--- src/rtl/accum_cpu_param.sv ---
// accum_cpu_param: parametrised single-cycle accumulator CPU.
// Program and data memories are flop arrays loaded through the 2-bit mode port;
// in RUNPROG mode one instruction {opcode[3:0], a[ADDR_W-1:0]} executes per clock.
// Optional feature macro: ACCUM_CPU_MAC_EN builds the opcode-5 multiply-accumulate
// (acc + D*ext_in); without it opcode 5 is a NOP and ext_in is ignored.
module accum_cpu_param #(
  parameter int DATA_W = 4,
  parameter int ADDR_W = 4
) (
  input  logic                clock,
  input  logic                reset,
  input  logic [1:0]          mode,
  input  logic [4+ADDR_W-1:0] prog_in,
  input  logic [DATA_W-1:0]   data_in,
  input  logic [DATA_W-1:0]   ext_in,
  input  logic                jump_cond,
  output logic [DATA_W-1:0]   acc,
  output logic [ADDR_W-1:0]   pc,
  output logic                zero,
  output logic                carry,
  output logic                halted
);

  localparam int INSTR_W = 4 + ADDR_W;
  localparam int DEPTH   = 2 ** ADDR_W;

  localparam logic [1:0] MODE_LOADPROG = 2'd0;
  localparam logic [1:0] MODE_LOADDATA = 2'd1;
  localparam logic [1:0] MODE_SETRUNPT = 2'd2;

  localparam logic [3:0] OP_LOAD  = 4'h0;
  localparam logic [3:0] OP_STORE = 4'h1;
  localparam logic [3:0] OP_ADD   = 4'h2;
  localparam logic [3:0] OP_MUL   = 4'h3;
  localparam logic [3:0] OP_SUB   = 4'h6;
  localparam logic [3:0] OP_SHL   = 4'h7;
  localparam logic [3:0] OP_SHR   = 4'h8;
  localparam logic [3:0] OP_JMPIF = 4'h9;
  localparam logic [3:0] OP_JZ    = 4'hA;
  localparam logic [3:0] OP_HALT  = 4'hB;

  localparam logic [ADDR_W-1:0] A_ONE  = {{(ADDR_W-1){1'b0}}, 1'b1};
  localparam logic [DATA_W:0]   SH_LIM = (DATA_W+1)'(DATA_W);

  logic [INSTR_W-1:0] prog [DEPTH];
  logic [DATA_W-1:0]  data [DEPTH];

  logic [INSTR_W-1:0]  instr;
  logic [3:0]          op;
  logic [ADDR_W-1:0]   op_a;
  logic [DATA_W-1:0]   d_rd;
  logic [ADDR_W-1:0]   pc_inc;
  logic [DATA_W:0]     add_sum;
  logic [DATA_W:0]     sub_diff;
  logic [2*DATA_W-1:0] mul_prod;

  logic [DATA_W-1:0]   acc_nx;
  logic [ADDR_W-1:0]   pc_nx;
  logic                carry_nx;
  logic                halt_nx;
  logic                upd_z;
  logic                st_en;

  // Shifts by DATA_W or more clear the word instead of relying on operator semantics.
  function automatic logic [DATA_W-1:0] shift_word(input logic [DATA_W-1:0] v,
                                                   input logic [DATA_W-1:0] amt,
                                                   input logic              left);
    if ({1'b0, amt} >= SH_LIM) return '0;
    return left ? (v << amt) : (v >> amt);
  endfunction

  assign instr    = prog[pc];
  assign op       = instr[INSTR_W-1:ADDR_W];
  assign op_a     = instr[ADDR_W-1:0];
  assign d_rd     = data[op_a];
  assign pc_inc   = pc + A_ONE;
  assign add_sum  = {1'b0, acc} + {1'b0, d_rd};
  assign sub_diff = {1'b0, acc} - {1'b0, d_rd};
  assign mul_prod = {{DATA_W{1'b0}}, acc} * {{DATA_W{1'b0}}, d_rd};

`ifdef ACCUM_CPU_MAC_EN
  logic [2*DATA_W-1:0] mac_prod;
  logic [DATA_W:0]     mac_sum;
  assign mac_prod = {{DATA_W{1'b0}}, d_rd} * {{DATA_W{1'b0}}, ext_in};
  assign mac_sum  = {1'b0, acc} + {1'b0, mac_prod[DATA_W-1:0]};
`else
  logic unused_ext;
  assign unused_ext = ^ext_in;
`endif

  // Decode/execute: next architectural state for the instruction at pc.
  always_comb begin
    acc_nx   = acc;
    pc_nx    = pc_inc;
    carry_nx = carry;
    halt_nx  = halted;
    upd_z    = 1'b0;
    st_en    = 1'b0;
    case (op)
      OP_LOAD:  begin acc_nx = d_rd; upd_z = 1'b1; end
      OP_STORE: st_en = 1'b1;
      OP_ADD:   begin acc_nx = add_sum[DATA_W-1:0]; carry_nx = add_sum[DATA_W]; upd_z = 1'b1; end
      OP_MUL:   begin
        acc_nx   = mul_prod[DATA_W-1:0];
        carry_nx = |mul_prod[2*DATA_W-1:DATA_W];
        upd_z    = 1'b1;
      end
`ifdef ACCUM_CPU_MAC_EN
      4'h5:     begin
        acc_nx   = mac_sum[DATA_W-1:0];
        carry_nx = mac_sum[DATA_W] | (|mac_prod[2*DATA_W-1:DATA_W]);
        upd_z    = 1'b1;
      end
`endif
      OP_SUB:   begin acc_nx = sub_diff[DATA_W-1:0]; carry_nx = sub_diff[DATA_W]; upd_z = 1'b1; end
      OP_SHL:   begin acc_nx = shift_word(acc, d_rd, 1'b1); upd_z = 1'b1; end
      OP_SHR:   begin acc_nx = shift_word(acc, d_rd, 1'b0); upd_z = 1'b1; end
      OP_JMPIF: if (jump_cond) pc_nx = op_a;
      OP_JZ:    if (zero) pc_nx = op_a;
      OP_HALT:  begin halt_nx = 1'b1; pc_nx = pc; end
      default:  ;
    endcase
  end

  // Mode-driven state update; reset clears registers and both memories.
  always_ff @(posedge clock or negedge reset) begin
    if (!reset) begin
      pc     <= '0;
      acc    <= '0;
      zero   <= 1'b0;
      carry  <= 1'b0;
      halted <= 1'b0;
      for (int i = 0; i < DEPTH; i++) begin
        prog[i] <= '0;
        data[i] <= '0;
      end
    end else begin
      case (mode)
        MODE_LOADPROG: begin
          prog[pc] <= prog_in;
          pc       <= pc_inc;
        end
        MODE_LOADDATA: begin
          data[pc] <= data_in;
          pc       <= pc_inc;
        end
        MODE_SETRUNPT: begin
          pc     <= prog_in[ADDR_W-1:0];
          acc    <= '0;
          zero   <= 1'b0;
          carry  <= 1'b0;
          halted <= 1'b0;
        end
        default: begin
          if (!halted) begin
            acc    <= acc_nx;
            pc     <= pc_nx;
            carry  <= carry_nx;
            halted <= halt_nx;
            if (upd_z) zero <= (acc_nx == '0);
            if (st_en) data[op_a] <= acc;
          end
        end
      endcase
    end
  end

endmodule

--- config.mk ---
export PLATFORM = sky130hd
export DESIGN_NAME = accum_cpu_param
export DESIGN_NICKNAME = d
export VERILOG_FILES = /design/src/rtl/accum_cpu_param.sv
export SDC_FILE = /design/constraint.sdc
export NUM_CORES = 1
export LEC_CHECK = 0
export BUFFER_PORTS_ARGS = -buffer_cell sky130_fd_sc_hd__buf_4
export CAP_MARGIN = 5
export CORE_ASPECT_RATIO = 1.1
export CORE_MARGIN = 5
export CORE_UTILIZATION = 45
export CTS_BUF_LIST = sky130_fd_sc_hd__clkbuf_4 sky130_fd_sc_hd__clkbuf_8
export DETAILED_ROUTE_END_ITERATION = 8
export PLACE_DENSITY = 0.65
export SYNTH_ARGS = -nofsm -noshare
export SYNTH_HDL_FRONTEND = slang
export SYNTH_SLANG_ARGS = --single-unit
--- constraint.sdc ---
create_clock -name clock -period 6.1 [get_ports clock]
set_clock_uncertainty 0.05 [all_clocks]
set_input_delay 0.61 -clock clock [delete_from_list [all_inputs] [get_ports clock]]
set_output_delay 0.61 -clock clock [all_outputs]
set_load 0.05 [all_outputs]
## After elaboration in Yosys (flattened, before gate mapping)

Cells that the tools add are included.
W data, S select, Z words.

| storage, ports and cells | value |
|---|---|
| logic and storage cells | 127 |
| register bits | 203 |
| output and inout bits | 11 |
| bits of input ports | 21 |

| cells by class | value |
|---|---|
| add/subtract/negate cells | 3 |
| multiplexer cells | 43 |
| eq/ne operators | 15 |
| bitwise gates (word level) | 4 |
| shift-type cells | 2 |
| reductions and logical operators | 17 |
| magnitude comparators | 5 |
| multiply operators | 1 |

Operators by type and width:

| cell | count |
|---|---|
| $bwmux W128 | 1 |
| $bwmux W64 | 2 |
| $mux W64 | 2 |
| $pmux W64 S2 | 1 |
| $mux W4 | 11 |
| $bmux W8 S4 | 1 |
| $demux W4 S4 | 2 |
| $demux W8 S4 | 1 |
| $mux W8 | 3 |
| $pmux W4 S6 | 1 |
| $bmux W4 S4 | 1 |
| $eq A4 B4 Y1 const B | 4 |
| $pmux W4 S2 | 2 |
| $pmux W4 S3 | 1 |
| $ge A5 B5 Y1 const B | 2 |
| $lt A5 B1 Y1 const B | 2 |
| $mux W1 | 10 |
| $not A4 Y5 | 2 |
| $reduce_and A3 Y1 | 3 |
| $eq A4 B2 Y1 const B | 2 |
| $eq A4 B3 Y1 const B | 2 |
| $logic_not A4 Y1 | 2 |
| $mul A4 B4 Y8 | 1 |
| $pmux W1 S2 | 3 |
| other kinds (22) | 28 |

## Depth between registers and ports, before layout

| depth | value |
|---|---|
| depth in word-level cells | 17 |
| mapped depth | 27 |

## Worst setup path after synthesis

Ideal clock, no wire load.

| path | value |
|---|---|
| path type | reg2reg |
| start | register pc[1] |
| end | register carry |
| clock period less this slack | 6.006 ns |
| data required time | 5.970 ns |
| setup time | 0.080 ns |
| stages on the path, launching flop included | 26 |
| path buffers | 4 |
| arrival time | 5.876 ns |
| path slack | 0.094 ns |
| cell sequence | dfrtp_1 buf_2 buf_4 mux4_2 a2bb2oi_1 a21o_1 buf_4 buf_6 mux2i_1 a32o_2 nor4_4 nand2_1 fa_1 inv_1 fa_1 ha_1 a21o_1 a21o_1 a21o_1 a21oi_1 xnor2_1 o21ai_0 o31ai_1 a21oi_1 o41a_1 o2bb2ai_1 |

| between the ends | value |
|---|---|
| longest elaborated chain between the ends | 13 |

Ends and longest elaborated chain:

| what | line | RTL |
|---|---|---|
| from (decl) | 18 | `output logic [ADDR_W-1:0] pc,` |
| from (signal assigned) | 141 | `pc <= pc_inc;` |
| from (signal assigned) | 145 | `pc <= pc_inc;` |
| from (signal assigned) | 148 | `pc <= prog_in[ADDR_W-1:0];` |
| $not A4 Y5 (implied by the code) * | 72 | `assign instr = prog[pc];` |
| $bmux W8 S4 * | 72 |  |
| $mux W8 (implied by the code) * (2 in series) | 72 |  |
| $not A4 Y5 (implied by the code) | 75 | `assign d_rd = data[op_a];` |
| $bmux W4 S4 | 75 |  |
| $mux W4 (implied by the code) (2 in series) | 75 |  |
| $mul A4 B4 Y8 | 79 | `assign mul_prod = {{DATA_W{1'b0}}, acc} * {{DATA_W{1'b0}}, d_rd};` |
| $reduce_or A4 Y1 | 105 | `carry_nx = \|mul_prod[2*DATA_W-1:DATA_W];` |
| $pmux W1 S3 | 99 | `case (op)` |
| $mux W1 | 155 | `if (!halted) begin` |
| $pmux W1 S2 | 138 | `case (mode)` |
| to (signal assigned) | 158 | `carry <= carry_nx;` |
| to (decl) | 20 | `output logic carry,` |

Every way passes the cells marked *; elsewhere a longest branch is shown, timed or not. The select of a mux whose other input is x is not followed.
A chain may end at the register's enable or synchronous reset.

## Final worst setup path

| path | value |
|---|---|
| start | register pc[3] |
| end | register carry |

Same word-level chain as after synthesis.

==> results.yml <==
cells_and_area:
  final_util: 0.511
  areaGrowthSynthToFinish_pct: 11.9
  mostFrequentLayoutCell: "dfrtp_1"
  register_area_um2: 5080
  instances_no_fill: 1476
  nFillCells: 2230
  drive_above_1_share: 0.292
  multiInputGateArea_um2: 5950
  stdcell_area_um2: 12900
  n_antenna_cell: 0
  num-nets-final: 1158
  mostFrequentLayoutCells: "200 x dfrtp_1, 131 x mux2_2, 103 x nand2_1"
logic_synthesis:
  ys.flop_type: "dfrtp_1"
  synth.avg_cell_area_um2: 10.8
  synth.distinct_cells: 78
  synthArstFlopShare: 1.00
  ys_ff_latch: 203
  syn_inst: 1070
  yosysTopAreaCell: "dfrtp_1"
  synth_area_um2: 11500
  seq_area_frac_synth: 0.440
  syn-num-nets: 1121
  synth-edff-count: 0
  yosysWarnings: 0
  yosys-top-cells-area: "dfrtp_1 44%, mux2_2 13%, mux4_2 5.7%"
  synth_top_area_frac: 0.440
cts:
  cts_sinks: 203
  tritoncts: "built"
  clk_latency_ns: 0.55
  clockBufferDepth: 3
  numCtsBuffers: 37
  cts.clk_slew.worst_paths_ns: 0.06
  htreeDepth: 2
  cts_root_buf: "clkbuf_8"
sta:
  setup_violations: 0
  finalSetupTns_ns: 0
  fmax_ghz: 0.172
  grt_setup_unrepaired: "false"
  period_minus_slack_ns: 5.82
  slew_violations: 0
  finalCritPeriodShare: 0.954
  finalHoldViolations: 0
  slew_headroom: 0.377
  tightest_slew_ns: 0.935
floorplan:
  start_util: 0.457
  die_x_um: 163
  row_count: 61
  die-area_um2: 29000
  fp.dieH_um: 178
  ios: 32
  core_area_um2: 25300
setup_path:
  worst_path_max_delay_cell: "or4_4"
  cp_num_buf_inv: 3
  worstPathMaxFanout: 18
  path_class: "reg -> reg"
  cp_common_cell: "a21o_1"
  path_cells: "buf_6 -> mux2i_1 -> nand3_1 -> and4_1 -> or2_1 -> buf_4 -> a211oi_2 -> a311oi_1 -> or4_4 -> nand2_1 -> fa_1 -> inv_1 -> fa_1 -> ha_1 -> a21o_1 -> a21o_1 -> a21o_1 -> a21oi_1 -> xnor2_1 -> o21ai_0 -> o31ai_1 -> a21oi_1 -> o41a_1 -> o2bb2ai_1"
  worstPathRequired_ns: 6.49
  crit_path_end_kind: "flip-flop"
  cpLargestDelayFamily: "compound AO/OA/AOI/OAI gates"
  start_kind: "flip-flop"
  cp_slowest_stage_delay_ns: 0.60
  crit_arrival_ns: 6.21
global_route:
  grt_pass1_vias: 8741
  grt_max_degree: 83
  overflow: 0
  grt_pass1_wl_mm: 48.7
  grtUsageTotal: 0.210
  antenna_found_initial: 0
min_path:
  hp-class: "in -> async"
drt:
  ant_nets: 0
  avgViaCountPerCell: 5.87
  drt-total-wl_mm: 30.0
  drt_iter0_drc: 735
  wire_per_inst_um: 20.3
  first_pass_iters: 6
  vias: 8662
  remaining_drc_errors: 0
placed_design:
  placed_cells: 1409
  gp_congestion: 0.875
  hpwlAfterDp_mm: 19.5
  io_buffer_count: 27
  placed_area_um2: 12100
flow_run:
  max-cap-violations: 0
status:
  status: "finished, final reports clean"
==> stage by stage <==
stage | setup slack, ns | hold slack (ns)
2_1_floorplan | 0.0941 | 0.264
3_3_place_gp | 0.142 | 0.414
3_5_place_dp | 0.130 | 0.421
6_report | 0.283 | 0.0762
4_1_cts | 0.101 | 0.0852
5_1_grt | 0.00168 | 0.120
==> area by class of cell <==
type	count	share of cell area
Clock buffer	56	0.0539
Clock inverter	6	0.00397
Inverter	31	0.00911
Multi-Input combinational cell	760	0.460
Sequential cell	203	0.394
Tap cell	346	0.0335
Timing Repair Buffer	74	0.0457
==> cells by family after synthesis <==
group | Yosys count | synth area share
flip-flops | 203 | 0.440
multiplexers | 184 | 0.209
AO/OA/AOI/OAI | 265 | 0.154
adder cells (fa/ha/maj) | 30 | 0.0364
buffers and inverters | 107 | 0.0472
XOR/XNOR | 8 | 0.00607
AND/OR/NAND/NOR | 273 | 0.107
==> synthesized netlist by cell type, drive strengths merged, types with 8 or more instances <==
master and n:
inv 28, dfrtp 203, nor3 8, mux4 32
clkbuf 37, o21ai 53, a21oi 77, a221oi 12
or2 12, buf 38, ha 24, nor2 100
mux2i 20, o211ai 12, and2 13, nand2 103
a22oi 59, nand3 9, mux2 132
==> registers in the layout (all words and copies together), names as in the netlist <==
register	cells
zero	1
prog	128
halted	1
pc	4
acc	4
carry	1
data	64
==> metal layers <==
layer / part of all wire / wire (um) / track usage
met1: 0.43 / 12900 / 0.289
met2: 0.48 / 14300 / 0.340
met3: 0.065 / 1940 / 0.0351
met4: 0.030 / 903 / 0.0738
met5: 0 / 0 / 0
==> path summary, 6_finish.rpt <==
path	depth (start not counted)	endpoint	from	slack (ns)
max in group asynchronous	2	prog[115]	reset	4.50
min in group clock	2	halted	mode[1]	0.33
max	24	carry	pc[3]	0.28
min reg2reg	2	data[44]	data[44]	0.43
max reg2reg	24	carry	pc[3]	0.28
min	1	data[26]	reset	0.08
==> repair_timing <==
item	CTS	global route
hold buffers	0	0
gates resized for setup	0	7
endpoints found under the setup margin	0	2
buffers inserted	0	5
hold endpoints to repair	0	0
Power is not shown: default switching activity piles up to over one toggle a cycle in this logic, so the estimate is an artifact.
